File: src/rtl/uart_arb_pkg.sv
// Shared types and helpers for the UART transmit arbiter.
package uart_arb_pkg;

    typedef enum logic [1:0] {
        ST_IDLE,
        ST_HDR,
        ST_PAYLOAD,
        ST_CSUM
    } arb_state_e;

    localparam logic [3:0] SOF_DEFAULT = 4'hA;

    // Frame header: start-of-frame nibble, a zero bit, then the requester id.
    function automatic logic [7:0] build_header(input logic [3:0] sof, input logic [2:0] id);
        return {sof, 1'b0, id};
    endfunction

endpackage

File: src/rtl/rr_arbiter.sv
// Combinational round-robin pick: first valid requester at or after rr_ptr_i, wrapping.
module rr_arbiter #(
    parameter int N_REQ = 4
) (
    input  logic [N_REQ-1:0] req_valid_i,
    input  logic [2:0]       rr_ptr_i,
    output logic [N_REQ-1:0] gnt_o,
    output logic [2:0]       gnt_id_o
);

    logic [2:0]       cand;
    logic [N_REQ-1:0] cand_req;

    // Walk candidates upward from the pointer; the first valid one wins.
    always_comb begin
        gnt_o    = '0;
        gnt_id_o = '0;
        cand     = '0;
        cand_req = '0;
        for (int unsigned k = 0; k < N_REQ; k++) begin
            cand     = 3'((32'(rr_ptr_i) + k) % N_REQ);
            cand_req = req_valid_i >> cand;
            if (gnt_o == '0 && cand_req[0]) begin
                gnt_o    = N_REQ'(1) << cand;
                gnt_id_o = cand;
            end
        end
    end

endmodule

File: src/rtl/uart_tx_arbiter.sv
// Round-robin sharing of the UART TX FIFO write port; each grant is framed as
// header, payload bytes and an XOR checksum byte.
module uart_tx_arbiter
    import uart_arb_pkg::*;
#(
    parameter int         N_REQ       = 4,
    parameter int         MAX_PAYLOAD = 16,
    parameter logic [3:0] SOF         = SOF_DEFAULT
) (
    input  logic                 clk,
    input  logic                 rst,
    input  logic [N_REQ-1:0]     req_valid,
    input  logic [8*N_REQ-1:0]   req_data,
    input  logic [N_REQ-1:0]     req_last,
    output logic [N_REQ-1:0]     req_ready,
    input  logic                 fifo_full,
    output logic                 fifo_w_en,
    output logic [7:0]           fifo_data,
    output logic                 busy,
    output logic [2:0]           grant_id,
    output logic                 overflow_err
);

    arb_state_e       state_q, state_d;
    logic [2:0]       grant_q, grant_d;
    logic [2:0]       rr_ptr_q, rr_ptr_d;
    logic [7:0]       csum_q, csum_d;
    logic [7:0]       count_q, count_d;

    logic [N_REQ-1:0] arb_gnt;
    logic [2:0]       arb_id;
    logic [7:0]       g_data;
    logic             g_valid;
    logic             g_last;
    logic [7:0]       hdr;
    logic             final_beat;

    rr_arbiter #(
        .N_REQ(N_REQ)
    ) u_rr_arbiter (
        .req_valid_i(req_valid),
        .rr_ptr_i   (rr_ptr_q),
        .gnt_o      (arb_gnt),
        .gnt_id_o   (arb_id)
    );

    assign hdr        = build_header(SOF, grant_q);
    assign final_beat = (count_q + 8'd1) == 8'(MAX_PAYLOAD);
    assign busy       = (state_q != ST_IDLE);
    assign grant_id   = grant_q;

    // Select the granted requester's byte, valid and last.
    always_comb begin
        g_data  = '0;
        g_valid = 1'b0;
        g_last  = 1'b0;
        for (int unsigned k = 0; k < N_REQ; k++) begin
            if (grant_q == 3'(k)) begin
                g_data  = req_data[8*k +: 8];
                g_valid = req_valid[k];
                g_last  = req_last[k];
            end
        end
    end

    // Next-state, FIFO write strobe/data, ready and overflow pulse.
    always_comb begin
        state_d      = state_q;
        grant_d      = grant_q;
        rr_ptr_d     = rr_ptr_q;
        csum_d       = csum_q;
        count_d      = count_q;
        fifo_w_en    = 1'b0;
        fifo_data    = '0;
        req_ready    = '0;
        overflow_err = 1'b0;
        unique case (state_q)
            ST_IDLE: begin
                if (arb_gnt != '0) begin
                    grant_d = arb_id;
                    count_d = '0;
                    state_d = ST_HDR;
                end
            end
            ST_HDR: begin
                fifo_data = hdr;
                if (!fifo_full) begin
                    fifo_w_en = 1'b1;
                    csum_d    = hdr;
                    state_d   = ST_PAYLOAD;
                end
            end
            ST_PAYLOAD: begin
                fifo_data = g_data;
                if (!fifo_full) begin
                    for (int unsigned k = 0; k < N_REQ; k++) begin
                        req_ready[k] = (grant_q == 3'(k));
                    end
                    if (g_valid) begin
                        fifo_w_en = 1'b1;
                        csum_d    = csum_q ^ g_data;
                        count_d   = count_q + 8'd1;
                        if (g_last) begin
                            state_d = ST_CSUM;
                        end else if (final_beat) begin
                            state_d      = ST_CSUM;
                            overflow_err = 1'b1;
                        end
                    end
                end
            end
            ST_CSUM: begin
                fifo_data = csum_q;
                if (!fifo_full) begin
                    fifo_w_en = 1'b1;
                    rr_ptr_d  = (grant_q == 3'(N_REQ - 1)) ? 3'd0 : grant_q + 3'd1;
                    state_d   = ST_IDLE;
                end
            end
            default: state_d = ST_IDLE;
        endcase
    end

    // State and datapath registers with synchronous reset.
    always_ff @(posedge clk) begin
        if (rst) begin
            state_q  <= ST_IDLE;
            grant_q  <= '0;
            rr_ptr_q <= '0;
            csum_q   <= '0;
            count_q  <= '0;
        end else begin
            state_q  <= state_d;
            grant_q  <= grant_d;
            rr_ptr_q <= rr_ptr_d;
            csum_q   <= csum_d;
            count_q  <= count_d;
        end
    end

endmodule
File: config.mk
export PLATFORM = sky130hd
export DESIGN_NAME = uart_tx_arbiter
export DESIGN_NICKNAME = d
export VERILOG_FILES = /design/src/rtl/uart_arb_pkg.sv /design/src/rtl/rr_arbiter.sv /design/src/rtl/uart_tx_arbiter.sv
export SDC_FILE = /design/constraint.sdc
export NUM_CORES = 1
export LEC_CHECK = 0
export CORE_UTILIZATION = 50
export DETAILED_ROUTE_END_ITERATION = 8
export HOLD_SLACK_MARGIN = 0.05
export PLACE_DENSITY_LB_ADDON = 0.2
export SYNTH_ARGS = -nofsm -noshare
export SYNTH_HDL_FRONTEND = slang
export SYNTH_HIERARCHICAL = 1
export SYNTH_SLANG_ARGS = --single-unit
File: constraint.sdc
create_clock -name clk -period 4.54 [get_ports clk]
set_input_delay 1.362 -clock clk [delete_from_list [all_inputs] [get_ports clk]]
set_output_delay 1.362 -clock clk [all_outputs]
set_load 0.01 [all_outputs]
==> impl_table.tex, run 1 <==
\begin{tabular}{lr}
\hline
Metric & Value \\
\hline
\multicolumn{2}{l}{\textbf{Outcome}} \\
\quad Run status & finished, final reports clean \\
\multicolumn{2}{l}{\textbf{Clock tree}} \\
\quad CTS tree & yes \\
\quad Deepest level of the CTS H-tree & 1 \\
\quad Number of CTS-inserted buffers & 3 \\
\quad Root buffer cell & sky130\_fd\_sc\_hd\_\_clkbuf\_8 \\
\quad Maximum clock insertion buffer count & 2 \\
\quad Hold buffers post-CTS & 0 \\
\quad Register clock-pin slew on the reported worst setup and hold paths & around 0.080 ns \\
\quad Skew-Pair Late Insertion Delay & around 0.27 ns \\
\quad CTS Sinks & 23 \\
\multicolumn{2}{l}{\textbf{Routing}} \\
\quad Met3 Routed Length & 350 µm \\
\quad First drt pass iteration count & 5 \\
\quad Via count of the routed design & between 2k and 3k \\
\quad Detail Route met2 WL & 3.70 mm \\
\quad DRC violation total after the first TritonRoute iteration & 171 \\
\quad Met1 Routed Length & just under 3 mm \\
\quad DR DRC count & 0 \\
\quad Remaining antenna violation count & 0 \\
\quad Per-cell routed wire length & about 15 µm \\
\quad Vias per inst & 5.93 \\
\quad Uppermost layer routed & met4 \\
\quad Routed WL & 7.13 mm \\
\multicolumn{2}{l}{\textbf{Yosys}} \\
\quad Post-synthesis instance area & 2520 µm² \\
\quad Mapped Cells & around 320 \\
\quad Synthesis warning total & 6 \\
\quad Number of nets in the synthesized netlist & 381 \\
\quad Average size of a mapped cell & 7.84 µm² \\
\multicolumn{2}{l}{\textbf{Min path}} \\
\quad Hold path depth & 1 \\
\quad Hold WC Path Type & reg2reg \\
\multicolumn{2}{l}{\textbf{Setup path}} \\
\quad Largest fanout on the critical path & 3 \\
\quad Kind of capture point of the worst setup path & output port \\
\quad Crit path required time & 3.18 ns \\
\quad Worst setup SP type & input pin \\
\quad Depth of the worst register-to-register path & 16 \\
\quad Crit path kind & in2out \\
\quad Critical Path AT & 3.08 ns \\
\multicolumn{2}{l}{\textbf{Global routing}} \\
\quad Initial antenna violation count & 0 \\
\quad Pin count of the biggest net entering global routing & 24 \\
\quad Overflow left after global routing & 0 \\
\quad Tot GR Track Use & 27.6\% \\
\quad Via count of the first global-routing pass & 2563 \\
\quad First-pass GRT wire length & roughly 11 mm \\
\multicolumn{2}{l}{\textbf{Timing}} \\
\quad RSZ-0062 raised after global routing & false \\
\quad Worst-margin pin slew & 0.740 ns \\
\quad Final hold violations & 0 \\
\quad Slew headroom & 50.7\% \\
\quad Setup skew after layout & 0.00171 ns \\
\quad Pins Over Slew Limit & 0 \\
\quad Final Critical Period & 4.44 ns \\
\quad Accumulated negative setup slack & 0 ns \\
\quad Highest achievable clock rate & 225 MHz \\
\quad Tcrit/Tclk final & 97.8\% \\
\quad Final-report setup violation count & 0 \\
\multicolumn{2}{l}{\textbf{Pwr}} \\
\quad Leakage power figure & between 1 and 1.5 nW \\
\quad Power per unit of standard cell area & 395 nW/µm² \\
\quad Design Power & 1.36 mW \\
\quad Largest vdd supply drop & 268 µV \\
\multicolumn{2}{l}{\textbf{Finish}} \\
\quad Number of nets in the layout & 461 \\
\quad Fraction of layout instances using a drive strength above 1 & 16.3\% \\
\quad Area growth, synth to finish & 36.4\% \\
\quad Number of antenna diodes & 0 \\
\quad Final cell area excluding filler cells & 3430 µm² \\
\multicolumn{2}{l}{\textbf{Placed design}} \\
\quad Dpl cell area & between 3000 and 4000 µm² \\
\quad HPWL after DPL & 5.58 mm \\
\quad Placer's final routability congestion estimate & 0.891 \\
\quad Number of I/O port buffers & 60 \\
\multicolumn{2}{l}{\textbf{Floorplan}} \\
\quad Die Span X & between 70 and 80 µm \\
\quad Vertical die dimension & 73.0 µm \\
\quad Starting density of the core & a little over half \\
\quad Row count & 25 \\
\quad Io pins & 61 \\
\quad Die area & 5320 µm² \\
\quad Standard cell core area & 4790 µm² \\
\multicolumn{2}{l}{\textbf{Flow run}} \\
\quad Max-cap violation count & 0 \\
\hline
\end{tabular}
[worst max-delay path: stages]
cell                              delay [ns]
sky130_fd_sc_hd__clkdlybuf4s50_1        0.45
sky130_fd_sc_hd__nand2_1                0.04
sky130_fd_sc_hd__o21ai_0                0.18
sky130_fd_sc_hd__a22o_1                 0.22
sky130_fd_sc_hd__nand2_1                0.07
sky130_fd_sc_hd__a31oi_1                0.19
sky130_fd_sc_hd__clkdlybuf4s50_1        0.56
[layout make-up]
| class | instances | area, µm² |
|---|---|---|
| Multi-Input combinational cell | 259 | 1890 |
| Fill cell | 376 | 1350 |
| Sequential cell | 23 | 460 |
| Tap cell | 67 | 83.8 |
| Timing Repair Buffer | 97 | 891 |
| Clock buffer | 3 | 41.3 |
| Inverter | 17 | 63.8 |
| Clock inverter | 1 | 5.00 |
[flip-flops by register name, summed over array words and instances, names as in the netlist]
register and cells:
count_q 8, csum_q 8, grant_id 3, rr_ptr_q 2, state_q 2
[routing by layer]
metal  vias to the layer above  global-route usage, %
met4                         0                   6.75
met5                         -                      0
met1                      1298                   32.3
li1                       1369                      -
met2                        92                   52.3
met3                        12                   4.01
[through the flow]
step	util, %	worst slack (ns)	hold slack [ns]	std cells
2_1_floorplan	-	0.585	0.449	321
3_3_place_gp	69.6	-0.137	0.466	460
3_5_place_dp	69.6	-0.179	0.477	460
4_1_cts	70.8	0.00497	0.493	466
5_1_grt	71.8	0.0108	0.526	467
6_report	71.8	0.0993	0.501	467
[where the power goes]
group | total, mW | switching, mW | internal (mW)
registers | 0.266 | 0.0355 | 0.230
clock network | 0.130 | 0.0684 | 0.0613
logic | 0.961 | 0.511 | 0.450
total | 1.36 | 0.615 | 0.741
[cell usage in the layout (no fill, tap or decap), types with 7 or more instances in the layout]
| master | count |
|---|---|
| sky130_fd_sc_hd__nand3_1 | 8 |
| sky130_fd_sc_hd__dfxtp_1 | 23 |
| sky130_fd_sc_hd__clkdlybuf4s50_1 | 51 |
| sky130_fd_sc_hd__ha_1 | 17 |
| sky130_fd_sc_hd__buf_4 | 37 |
| sky130_fd_sc_hd__nor3_1 | 14 |
| sky130_fd_sc_hd__nand2_1 | 36 |
| sky130_fd_sc_hd__nor2_1 | 15 |
| sky130_fd_sc_hd__and3_1 | 7 |
| sky130_fd_sc_hd__nor2b_1 | 8 |
| sky130_fd_sc_hd__a21oi_1 | 27 |
| sky130_fd_sc_hd__a22oi_1 | 8 |
| sky130_fd_sc_hd__o21ai_0 | 15 |
| sky130_fd_sc_hd__inv_1 | 16 |
[path summary, 6_finish.rpt]
check              start           end  slack [ns]
max          req_data[7]  fifo_data[7]         0.1
min            csum_q[0]     csum_q[0]        0.50
max reg2reg  rr_ptr_q[0]    count_q[2]        0.80
min reg2reg    csum_q[0]     csum_q[0]        0.50
[what timing repair did]
action                                  CTS  global route
pin swaps                                 2             5
buffers inserted                          2             1
endpoints found under the setup margin    4            10
gates resized for setup                   4            11
Note: power is estimated with default switching activity, not from simulation.
==> inputs of run 2 (changes only) <==
--- a/config.mk
+++ b/config.mk
@@ -9,7 +9,10 @@
 export DETAILED_ROUTE_END_ITERATION = 8
 export HOLD_SLACK_MARGIN = 0.05
 export PLACE_DENSITY_LB_ADDON = 0.2
+export SETUP_SLACK_MARGIN = 0.02
+export SKIP_CTS_REPAIR_TIMING = 1
 export SYNTH_ARGS = -nofsm -noshare
 export SYNTH_HDL_FRONTEND = slang
 export SYNTH_HIERARCHICAL = 1
 export SYNTH_SLANG_ARGS = --single-unit
+export TNS_END_PERCENT = 20
==> run 2 against run 1 <==
Against the previous run:
- the run now ends with setup timing left
- combinational power decreased by 2.2%
- highest routed layer unchanged
- first-iteration DRC count is 0.58% lower
- clock skew is 0.0012 ns lower
- final cell count down 0.43%
- wire length shrank 1.2%
- non-clock buffer count down 2
- clock power barely moved
- global-route usage shrank 0.15 points
==> impl_table.tex, run 2 (synthesis gave the netlist of run 1 again) <==
\begin{tabular}{lr}
\hline
Metric & Value \\
\hline
\multicolumn{2}{l}{\textbf{Timing}} \\
\quad Final-report setup violation count & 1 (+1) \\
\quad Setup skew after layout & 0.000524 ns (-0.00119 ns) \\
\quad Final Critical Period & 4.56 ns (+0.123 ns) \\
\quad Highest achievable clock rate & 219 MHz (-2.7\%) \\
\quad Slew headroom & 55.2\% (+4.5 points) \\
\quad RSZ-0062 raised after global routing & true \\
\quad Pins Over Slew Limit & 0 (unchanged) \\
\quad Worst hold margin & 0.500 ns (-0.000362 ns) \\
\quad Accumulated negative setup slack & -0.0236 ns (-0.0236 ns) \\
\quad Final worst slack & -0.0236 ns (-0.123 ns) \\
\quad Final hold violations & 0 (unchanged) \\
\quad Tcrit/Tclk final & 101\% (+2.7 points) \\
\quad Worst-margin pin slew & 0.672 ns (-0.0677 ns) \\
\multicolumn{2}{l}{\textbf{Placed design}} \\
\quad Placer's final routability congestion estimate & 0.891 (unchanged) \\
\quad Post-Place Cells & 460 (unchanged) \\
\quad Number of I/O port buffers & 60 (unchanged) \\
\quad Dpl cell area & 3330 µm² (unchanged) \\
\quad HPWL after DPL & 5.58 mm (unchanged) \\
\quad Post-place setup slack & -0.179 ns (unchanged) \\
\multicolumn{2}{l}{\textbf{Finish}} \\
\quad Number of nets in the layout & 459 (-0.43\%) \\
\quad Commonest non-fill, non-tap cells in the layout & 54 x sky130\_fd\_sc\_hd\_\_clkdlybuf4s50\_1, 36 x sky130\_fd\_sc\_hd\_\_nand2\_1, 35 x sky130\_fd\_sc\_hd\_\_buf\_4 \\
\quad Core Util, Final & 71.2\% (-0.60 points) \\
\quad Most common library cell in the layout ignoring fill and taps & sky130\_fd\_sc\_hd\_\_clkdlybuf4s50\_1 \\
\quad Area growth, synth to finish & 35.3\% \\
\quad Fraction of layout instances using a drive strength above 1 & 15.1\% (-1.2 points) \\
\quad Number of antenna diodes & 0 (unchanged) \\
\quad Post-layout instance count excluding filler cells & 465 (-0.43\%) \\
\quad Final cell area excluding filler cells & 3410 µm² (-0.84\%) \\
\multicolumn{2}{l}{\textbf{Global routing}} \\
\quad Overflow left after global routing & 0 (unchanged) \\
\quad Tot GR Track Use & 27.4\% (-0.15 points) \\
\quad Pin count of the biggest net entering global routing & 24 (unchanged) \\
\quad Initial antenna violation count & 0 (unchanged) \\
\quad Via count of the first global-routing pass & 2551 (-0.47\%) \\
\quad First-pass GRT wire length & 11.4 mm (-0.48\%) \\
\multicolumn{2}{l}{\textbf{Clock tree}} \\
\quad Deepest level of the CTS H-tree & 1 (unchanged) \\
\quad CTS Sinks & 23 (unchanged) \\
\quad Register clock-pin slew on the reported worst setup and hold paths & 0.08 ns (about the same) \\
\quad CTS tree & yes \\
\quad Maximum clock insertion buffer count & 2 (unchanged) \\
\quad Skew-Pair Late Insertion Delay & 0.26 ns (about the same) \\
\quad Root buffer cell & sky130\_fd\_sc\_hd\_\_clkbuf\_8 \\
\quad Number of CTS-inserted buffers & 3 (unchanged) \\
\multicolumn{2}{l}{\textbf{Setup path}} \\
\quad Kind of capture point of the worst setup path & output port \\
\quad Crit path required time & 3.18 ns (about the same) \\
\quad Depth of the worst register-to-register path & 16 (unchanged) \\
\quad Register-to-register setup slack & 0.82 ns (+0.02 ns) \\
\quad Crit path kind & in2out \\
\quad Reg-to-reg endpoint & count\_q[2] \\
\quad Worst setup SP type & input pin \\
\quad Cell-by-cell trace of the critical path & clkdlybuf4s50\_1, and3b\_1, a2111oi\_0, nor3\_1, nand2\_1, a21oi\_1, clkdlybuf4s50\_1 \\
\quad Worst path max stage delay & 0.55 ns (about the same) \\
\quad Kind of cell adding the most delay to the critical path & buffers and inverters \\
\quad Largest fanout on the critical path & 2 (-1) \\
\quad Buf+Inv Stages, Crit Path & 2 (unchanged) \\
\quad Critical Path AT & 3.20 ns (+0.12 ns) \\
\quad Cell with the largest stage delay on the worst path & sky130\_fd\_sc\_hd\_\_clkdlybuf4s50\_1 \\
\quad Dominant cell type by count on the critical path & sky130\_fd\_sc\_hd\_\_clkdlybuf4s50\_1 \\
\quad RR Startpoint & rr\_ptr\_q[0] \\
\multicolumn{2}{l}{\textbf{Floorplan}} \\
\quad Standard cell core area & 4790 µm² (unchanged) \\
\quad Io pins & 61 (unchanged) \\
\quad Die Span X & 73.0 µm (unchanged) \\
\quad Die area & 5320 µm² (unchanged) \\
\quad Starting density of the core & 52.6\% (unchanged) \\
\quad Vertical die dimension & 73.0 µm (unchanged) \\
\quad Row count & 25 (unchanged) \\
\multicolumn{2}{l}{\textbf{Routing}} \\
\quad Via count of the routed design & 2742 (-1.0\%) \\
\quad Vias per inst & 5.90 (-0.62\%) \\
\quad Routed WL & 7.05 mm (-1.2\%) \\
\quad DRC violation total after the first TritonRoute iteration & 170 (-0.58\%) \\
\quad First drt pass iteration count & 4 (-1) \\
\quad DR DRC count & 0 (unchanged) \\
\quad Remaining antenna violation count & 0 (unchanged) \\
\quad Per-cell routed wire length & 15.2 µm (-0.73\%) \\
\multicolumn{2}{l}{\textbf{Min path}} \\
\quad Endpoint of the worst hold path & csum\_q[1] \\
\quad Hold path depth & 1 (unchanged) \\
\quad Hold WC Path Type & reg2reg \\
\quad Critical hold path startpoint & csum\_q[1] \\
\multicolumn{2}{l}{\textbf{Pwr}} \\
\quad Largest vdd supply drop & 266 µV (-0.77\%) \\
\quad Leakage power figure & 1.41 nW (-0.40\%) \\
\quad Power per unit of standard cell area & 392 nW/µm² (-0.76\%) \\
\quad Design Power & 1.33 mW (-1.6\%) \\
\multicolumn{2}{l}{\textbf{Flow run}} \\
\quad Max-cap violation count & 0 (unchanged) \\
\multicolumn{2}{l}{\textbf{Outcome}} \\
\quad Failing checks & setup timing \\
\quad Run status & finished, violations left \\
\hline
\end{tabular}
run 2: how the worst max path moves through the flow:
| stage | from | to | cells after the start |
|---|---|---|---|
| 5_1_grt | req_data[2] | fifo_data[2] | 7 |
| 3_5_place_dp | req_valid[0] | overflow_err | 7 |
| 6_report | req_data[2] | fifo_data[2] | 7 |
| 3_3_place_gp | req_valid[0] | overflow_err | 7 |
| 4_1_cts | req_valid[0] | overflow_err | 7 |
| 2_1_floorplan | req_valid[3] | state_q[1] | 11 |
run 2: layer usage:
metal  GRT usage (%)  part of all wire, %  up-vias
li1                -                    -     1362
met3            4.28                  4.2       10
met5               0                    0        -
met1            31.8                   42     1286
met4            6.97                  1.6        0
met2            52.1                   52       84
run 2: final cells by class:
class / count / area, µm²
sequential: 23 / 460
fill: 377 / 1380
timing repair buffer: 95 / 878
clock inverter: 1 / 5.00
multi-input combinational: 259 / 1870
tap: 67 / 83.8
inverter: 17 / 63.8
clock buffer: 3 / 41.3
run 2: power by group:
| part | internal (mW) | leakage [nW] | total [mW] | switching, mW |
|---|---|---|---|---|
| logic | 0.440 | 1.20 | 0.940 | 0.500 |
| clock network | 0.0613 | 0.0255 | 0.129 | 0.0676 |
| registers | 0.230 | 0.186 | 0.266 | 0.0355 |
| total | 0.732 | 1.41 | 1.33 | 0.603 |
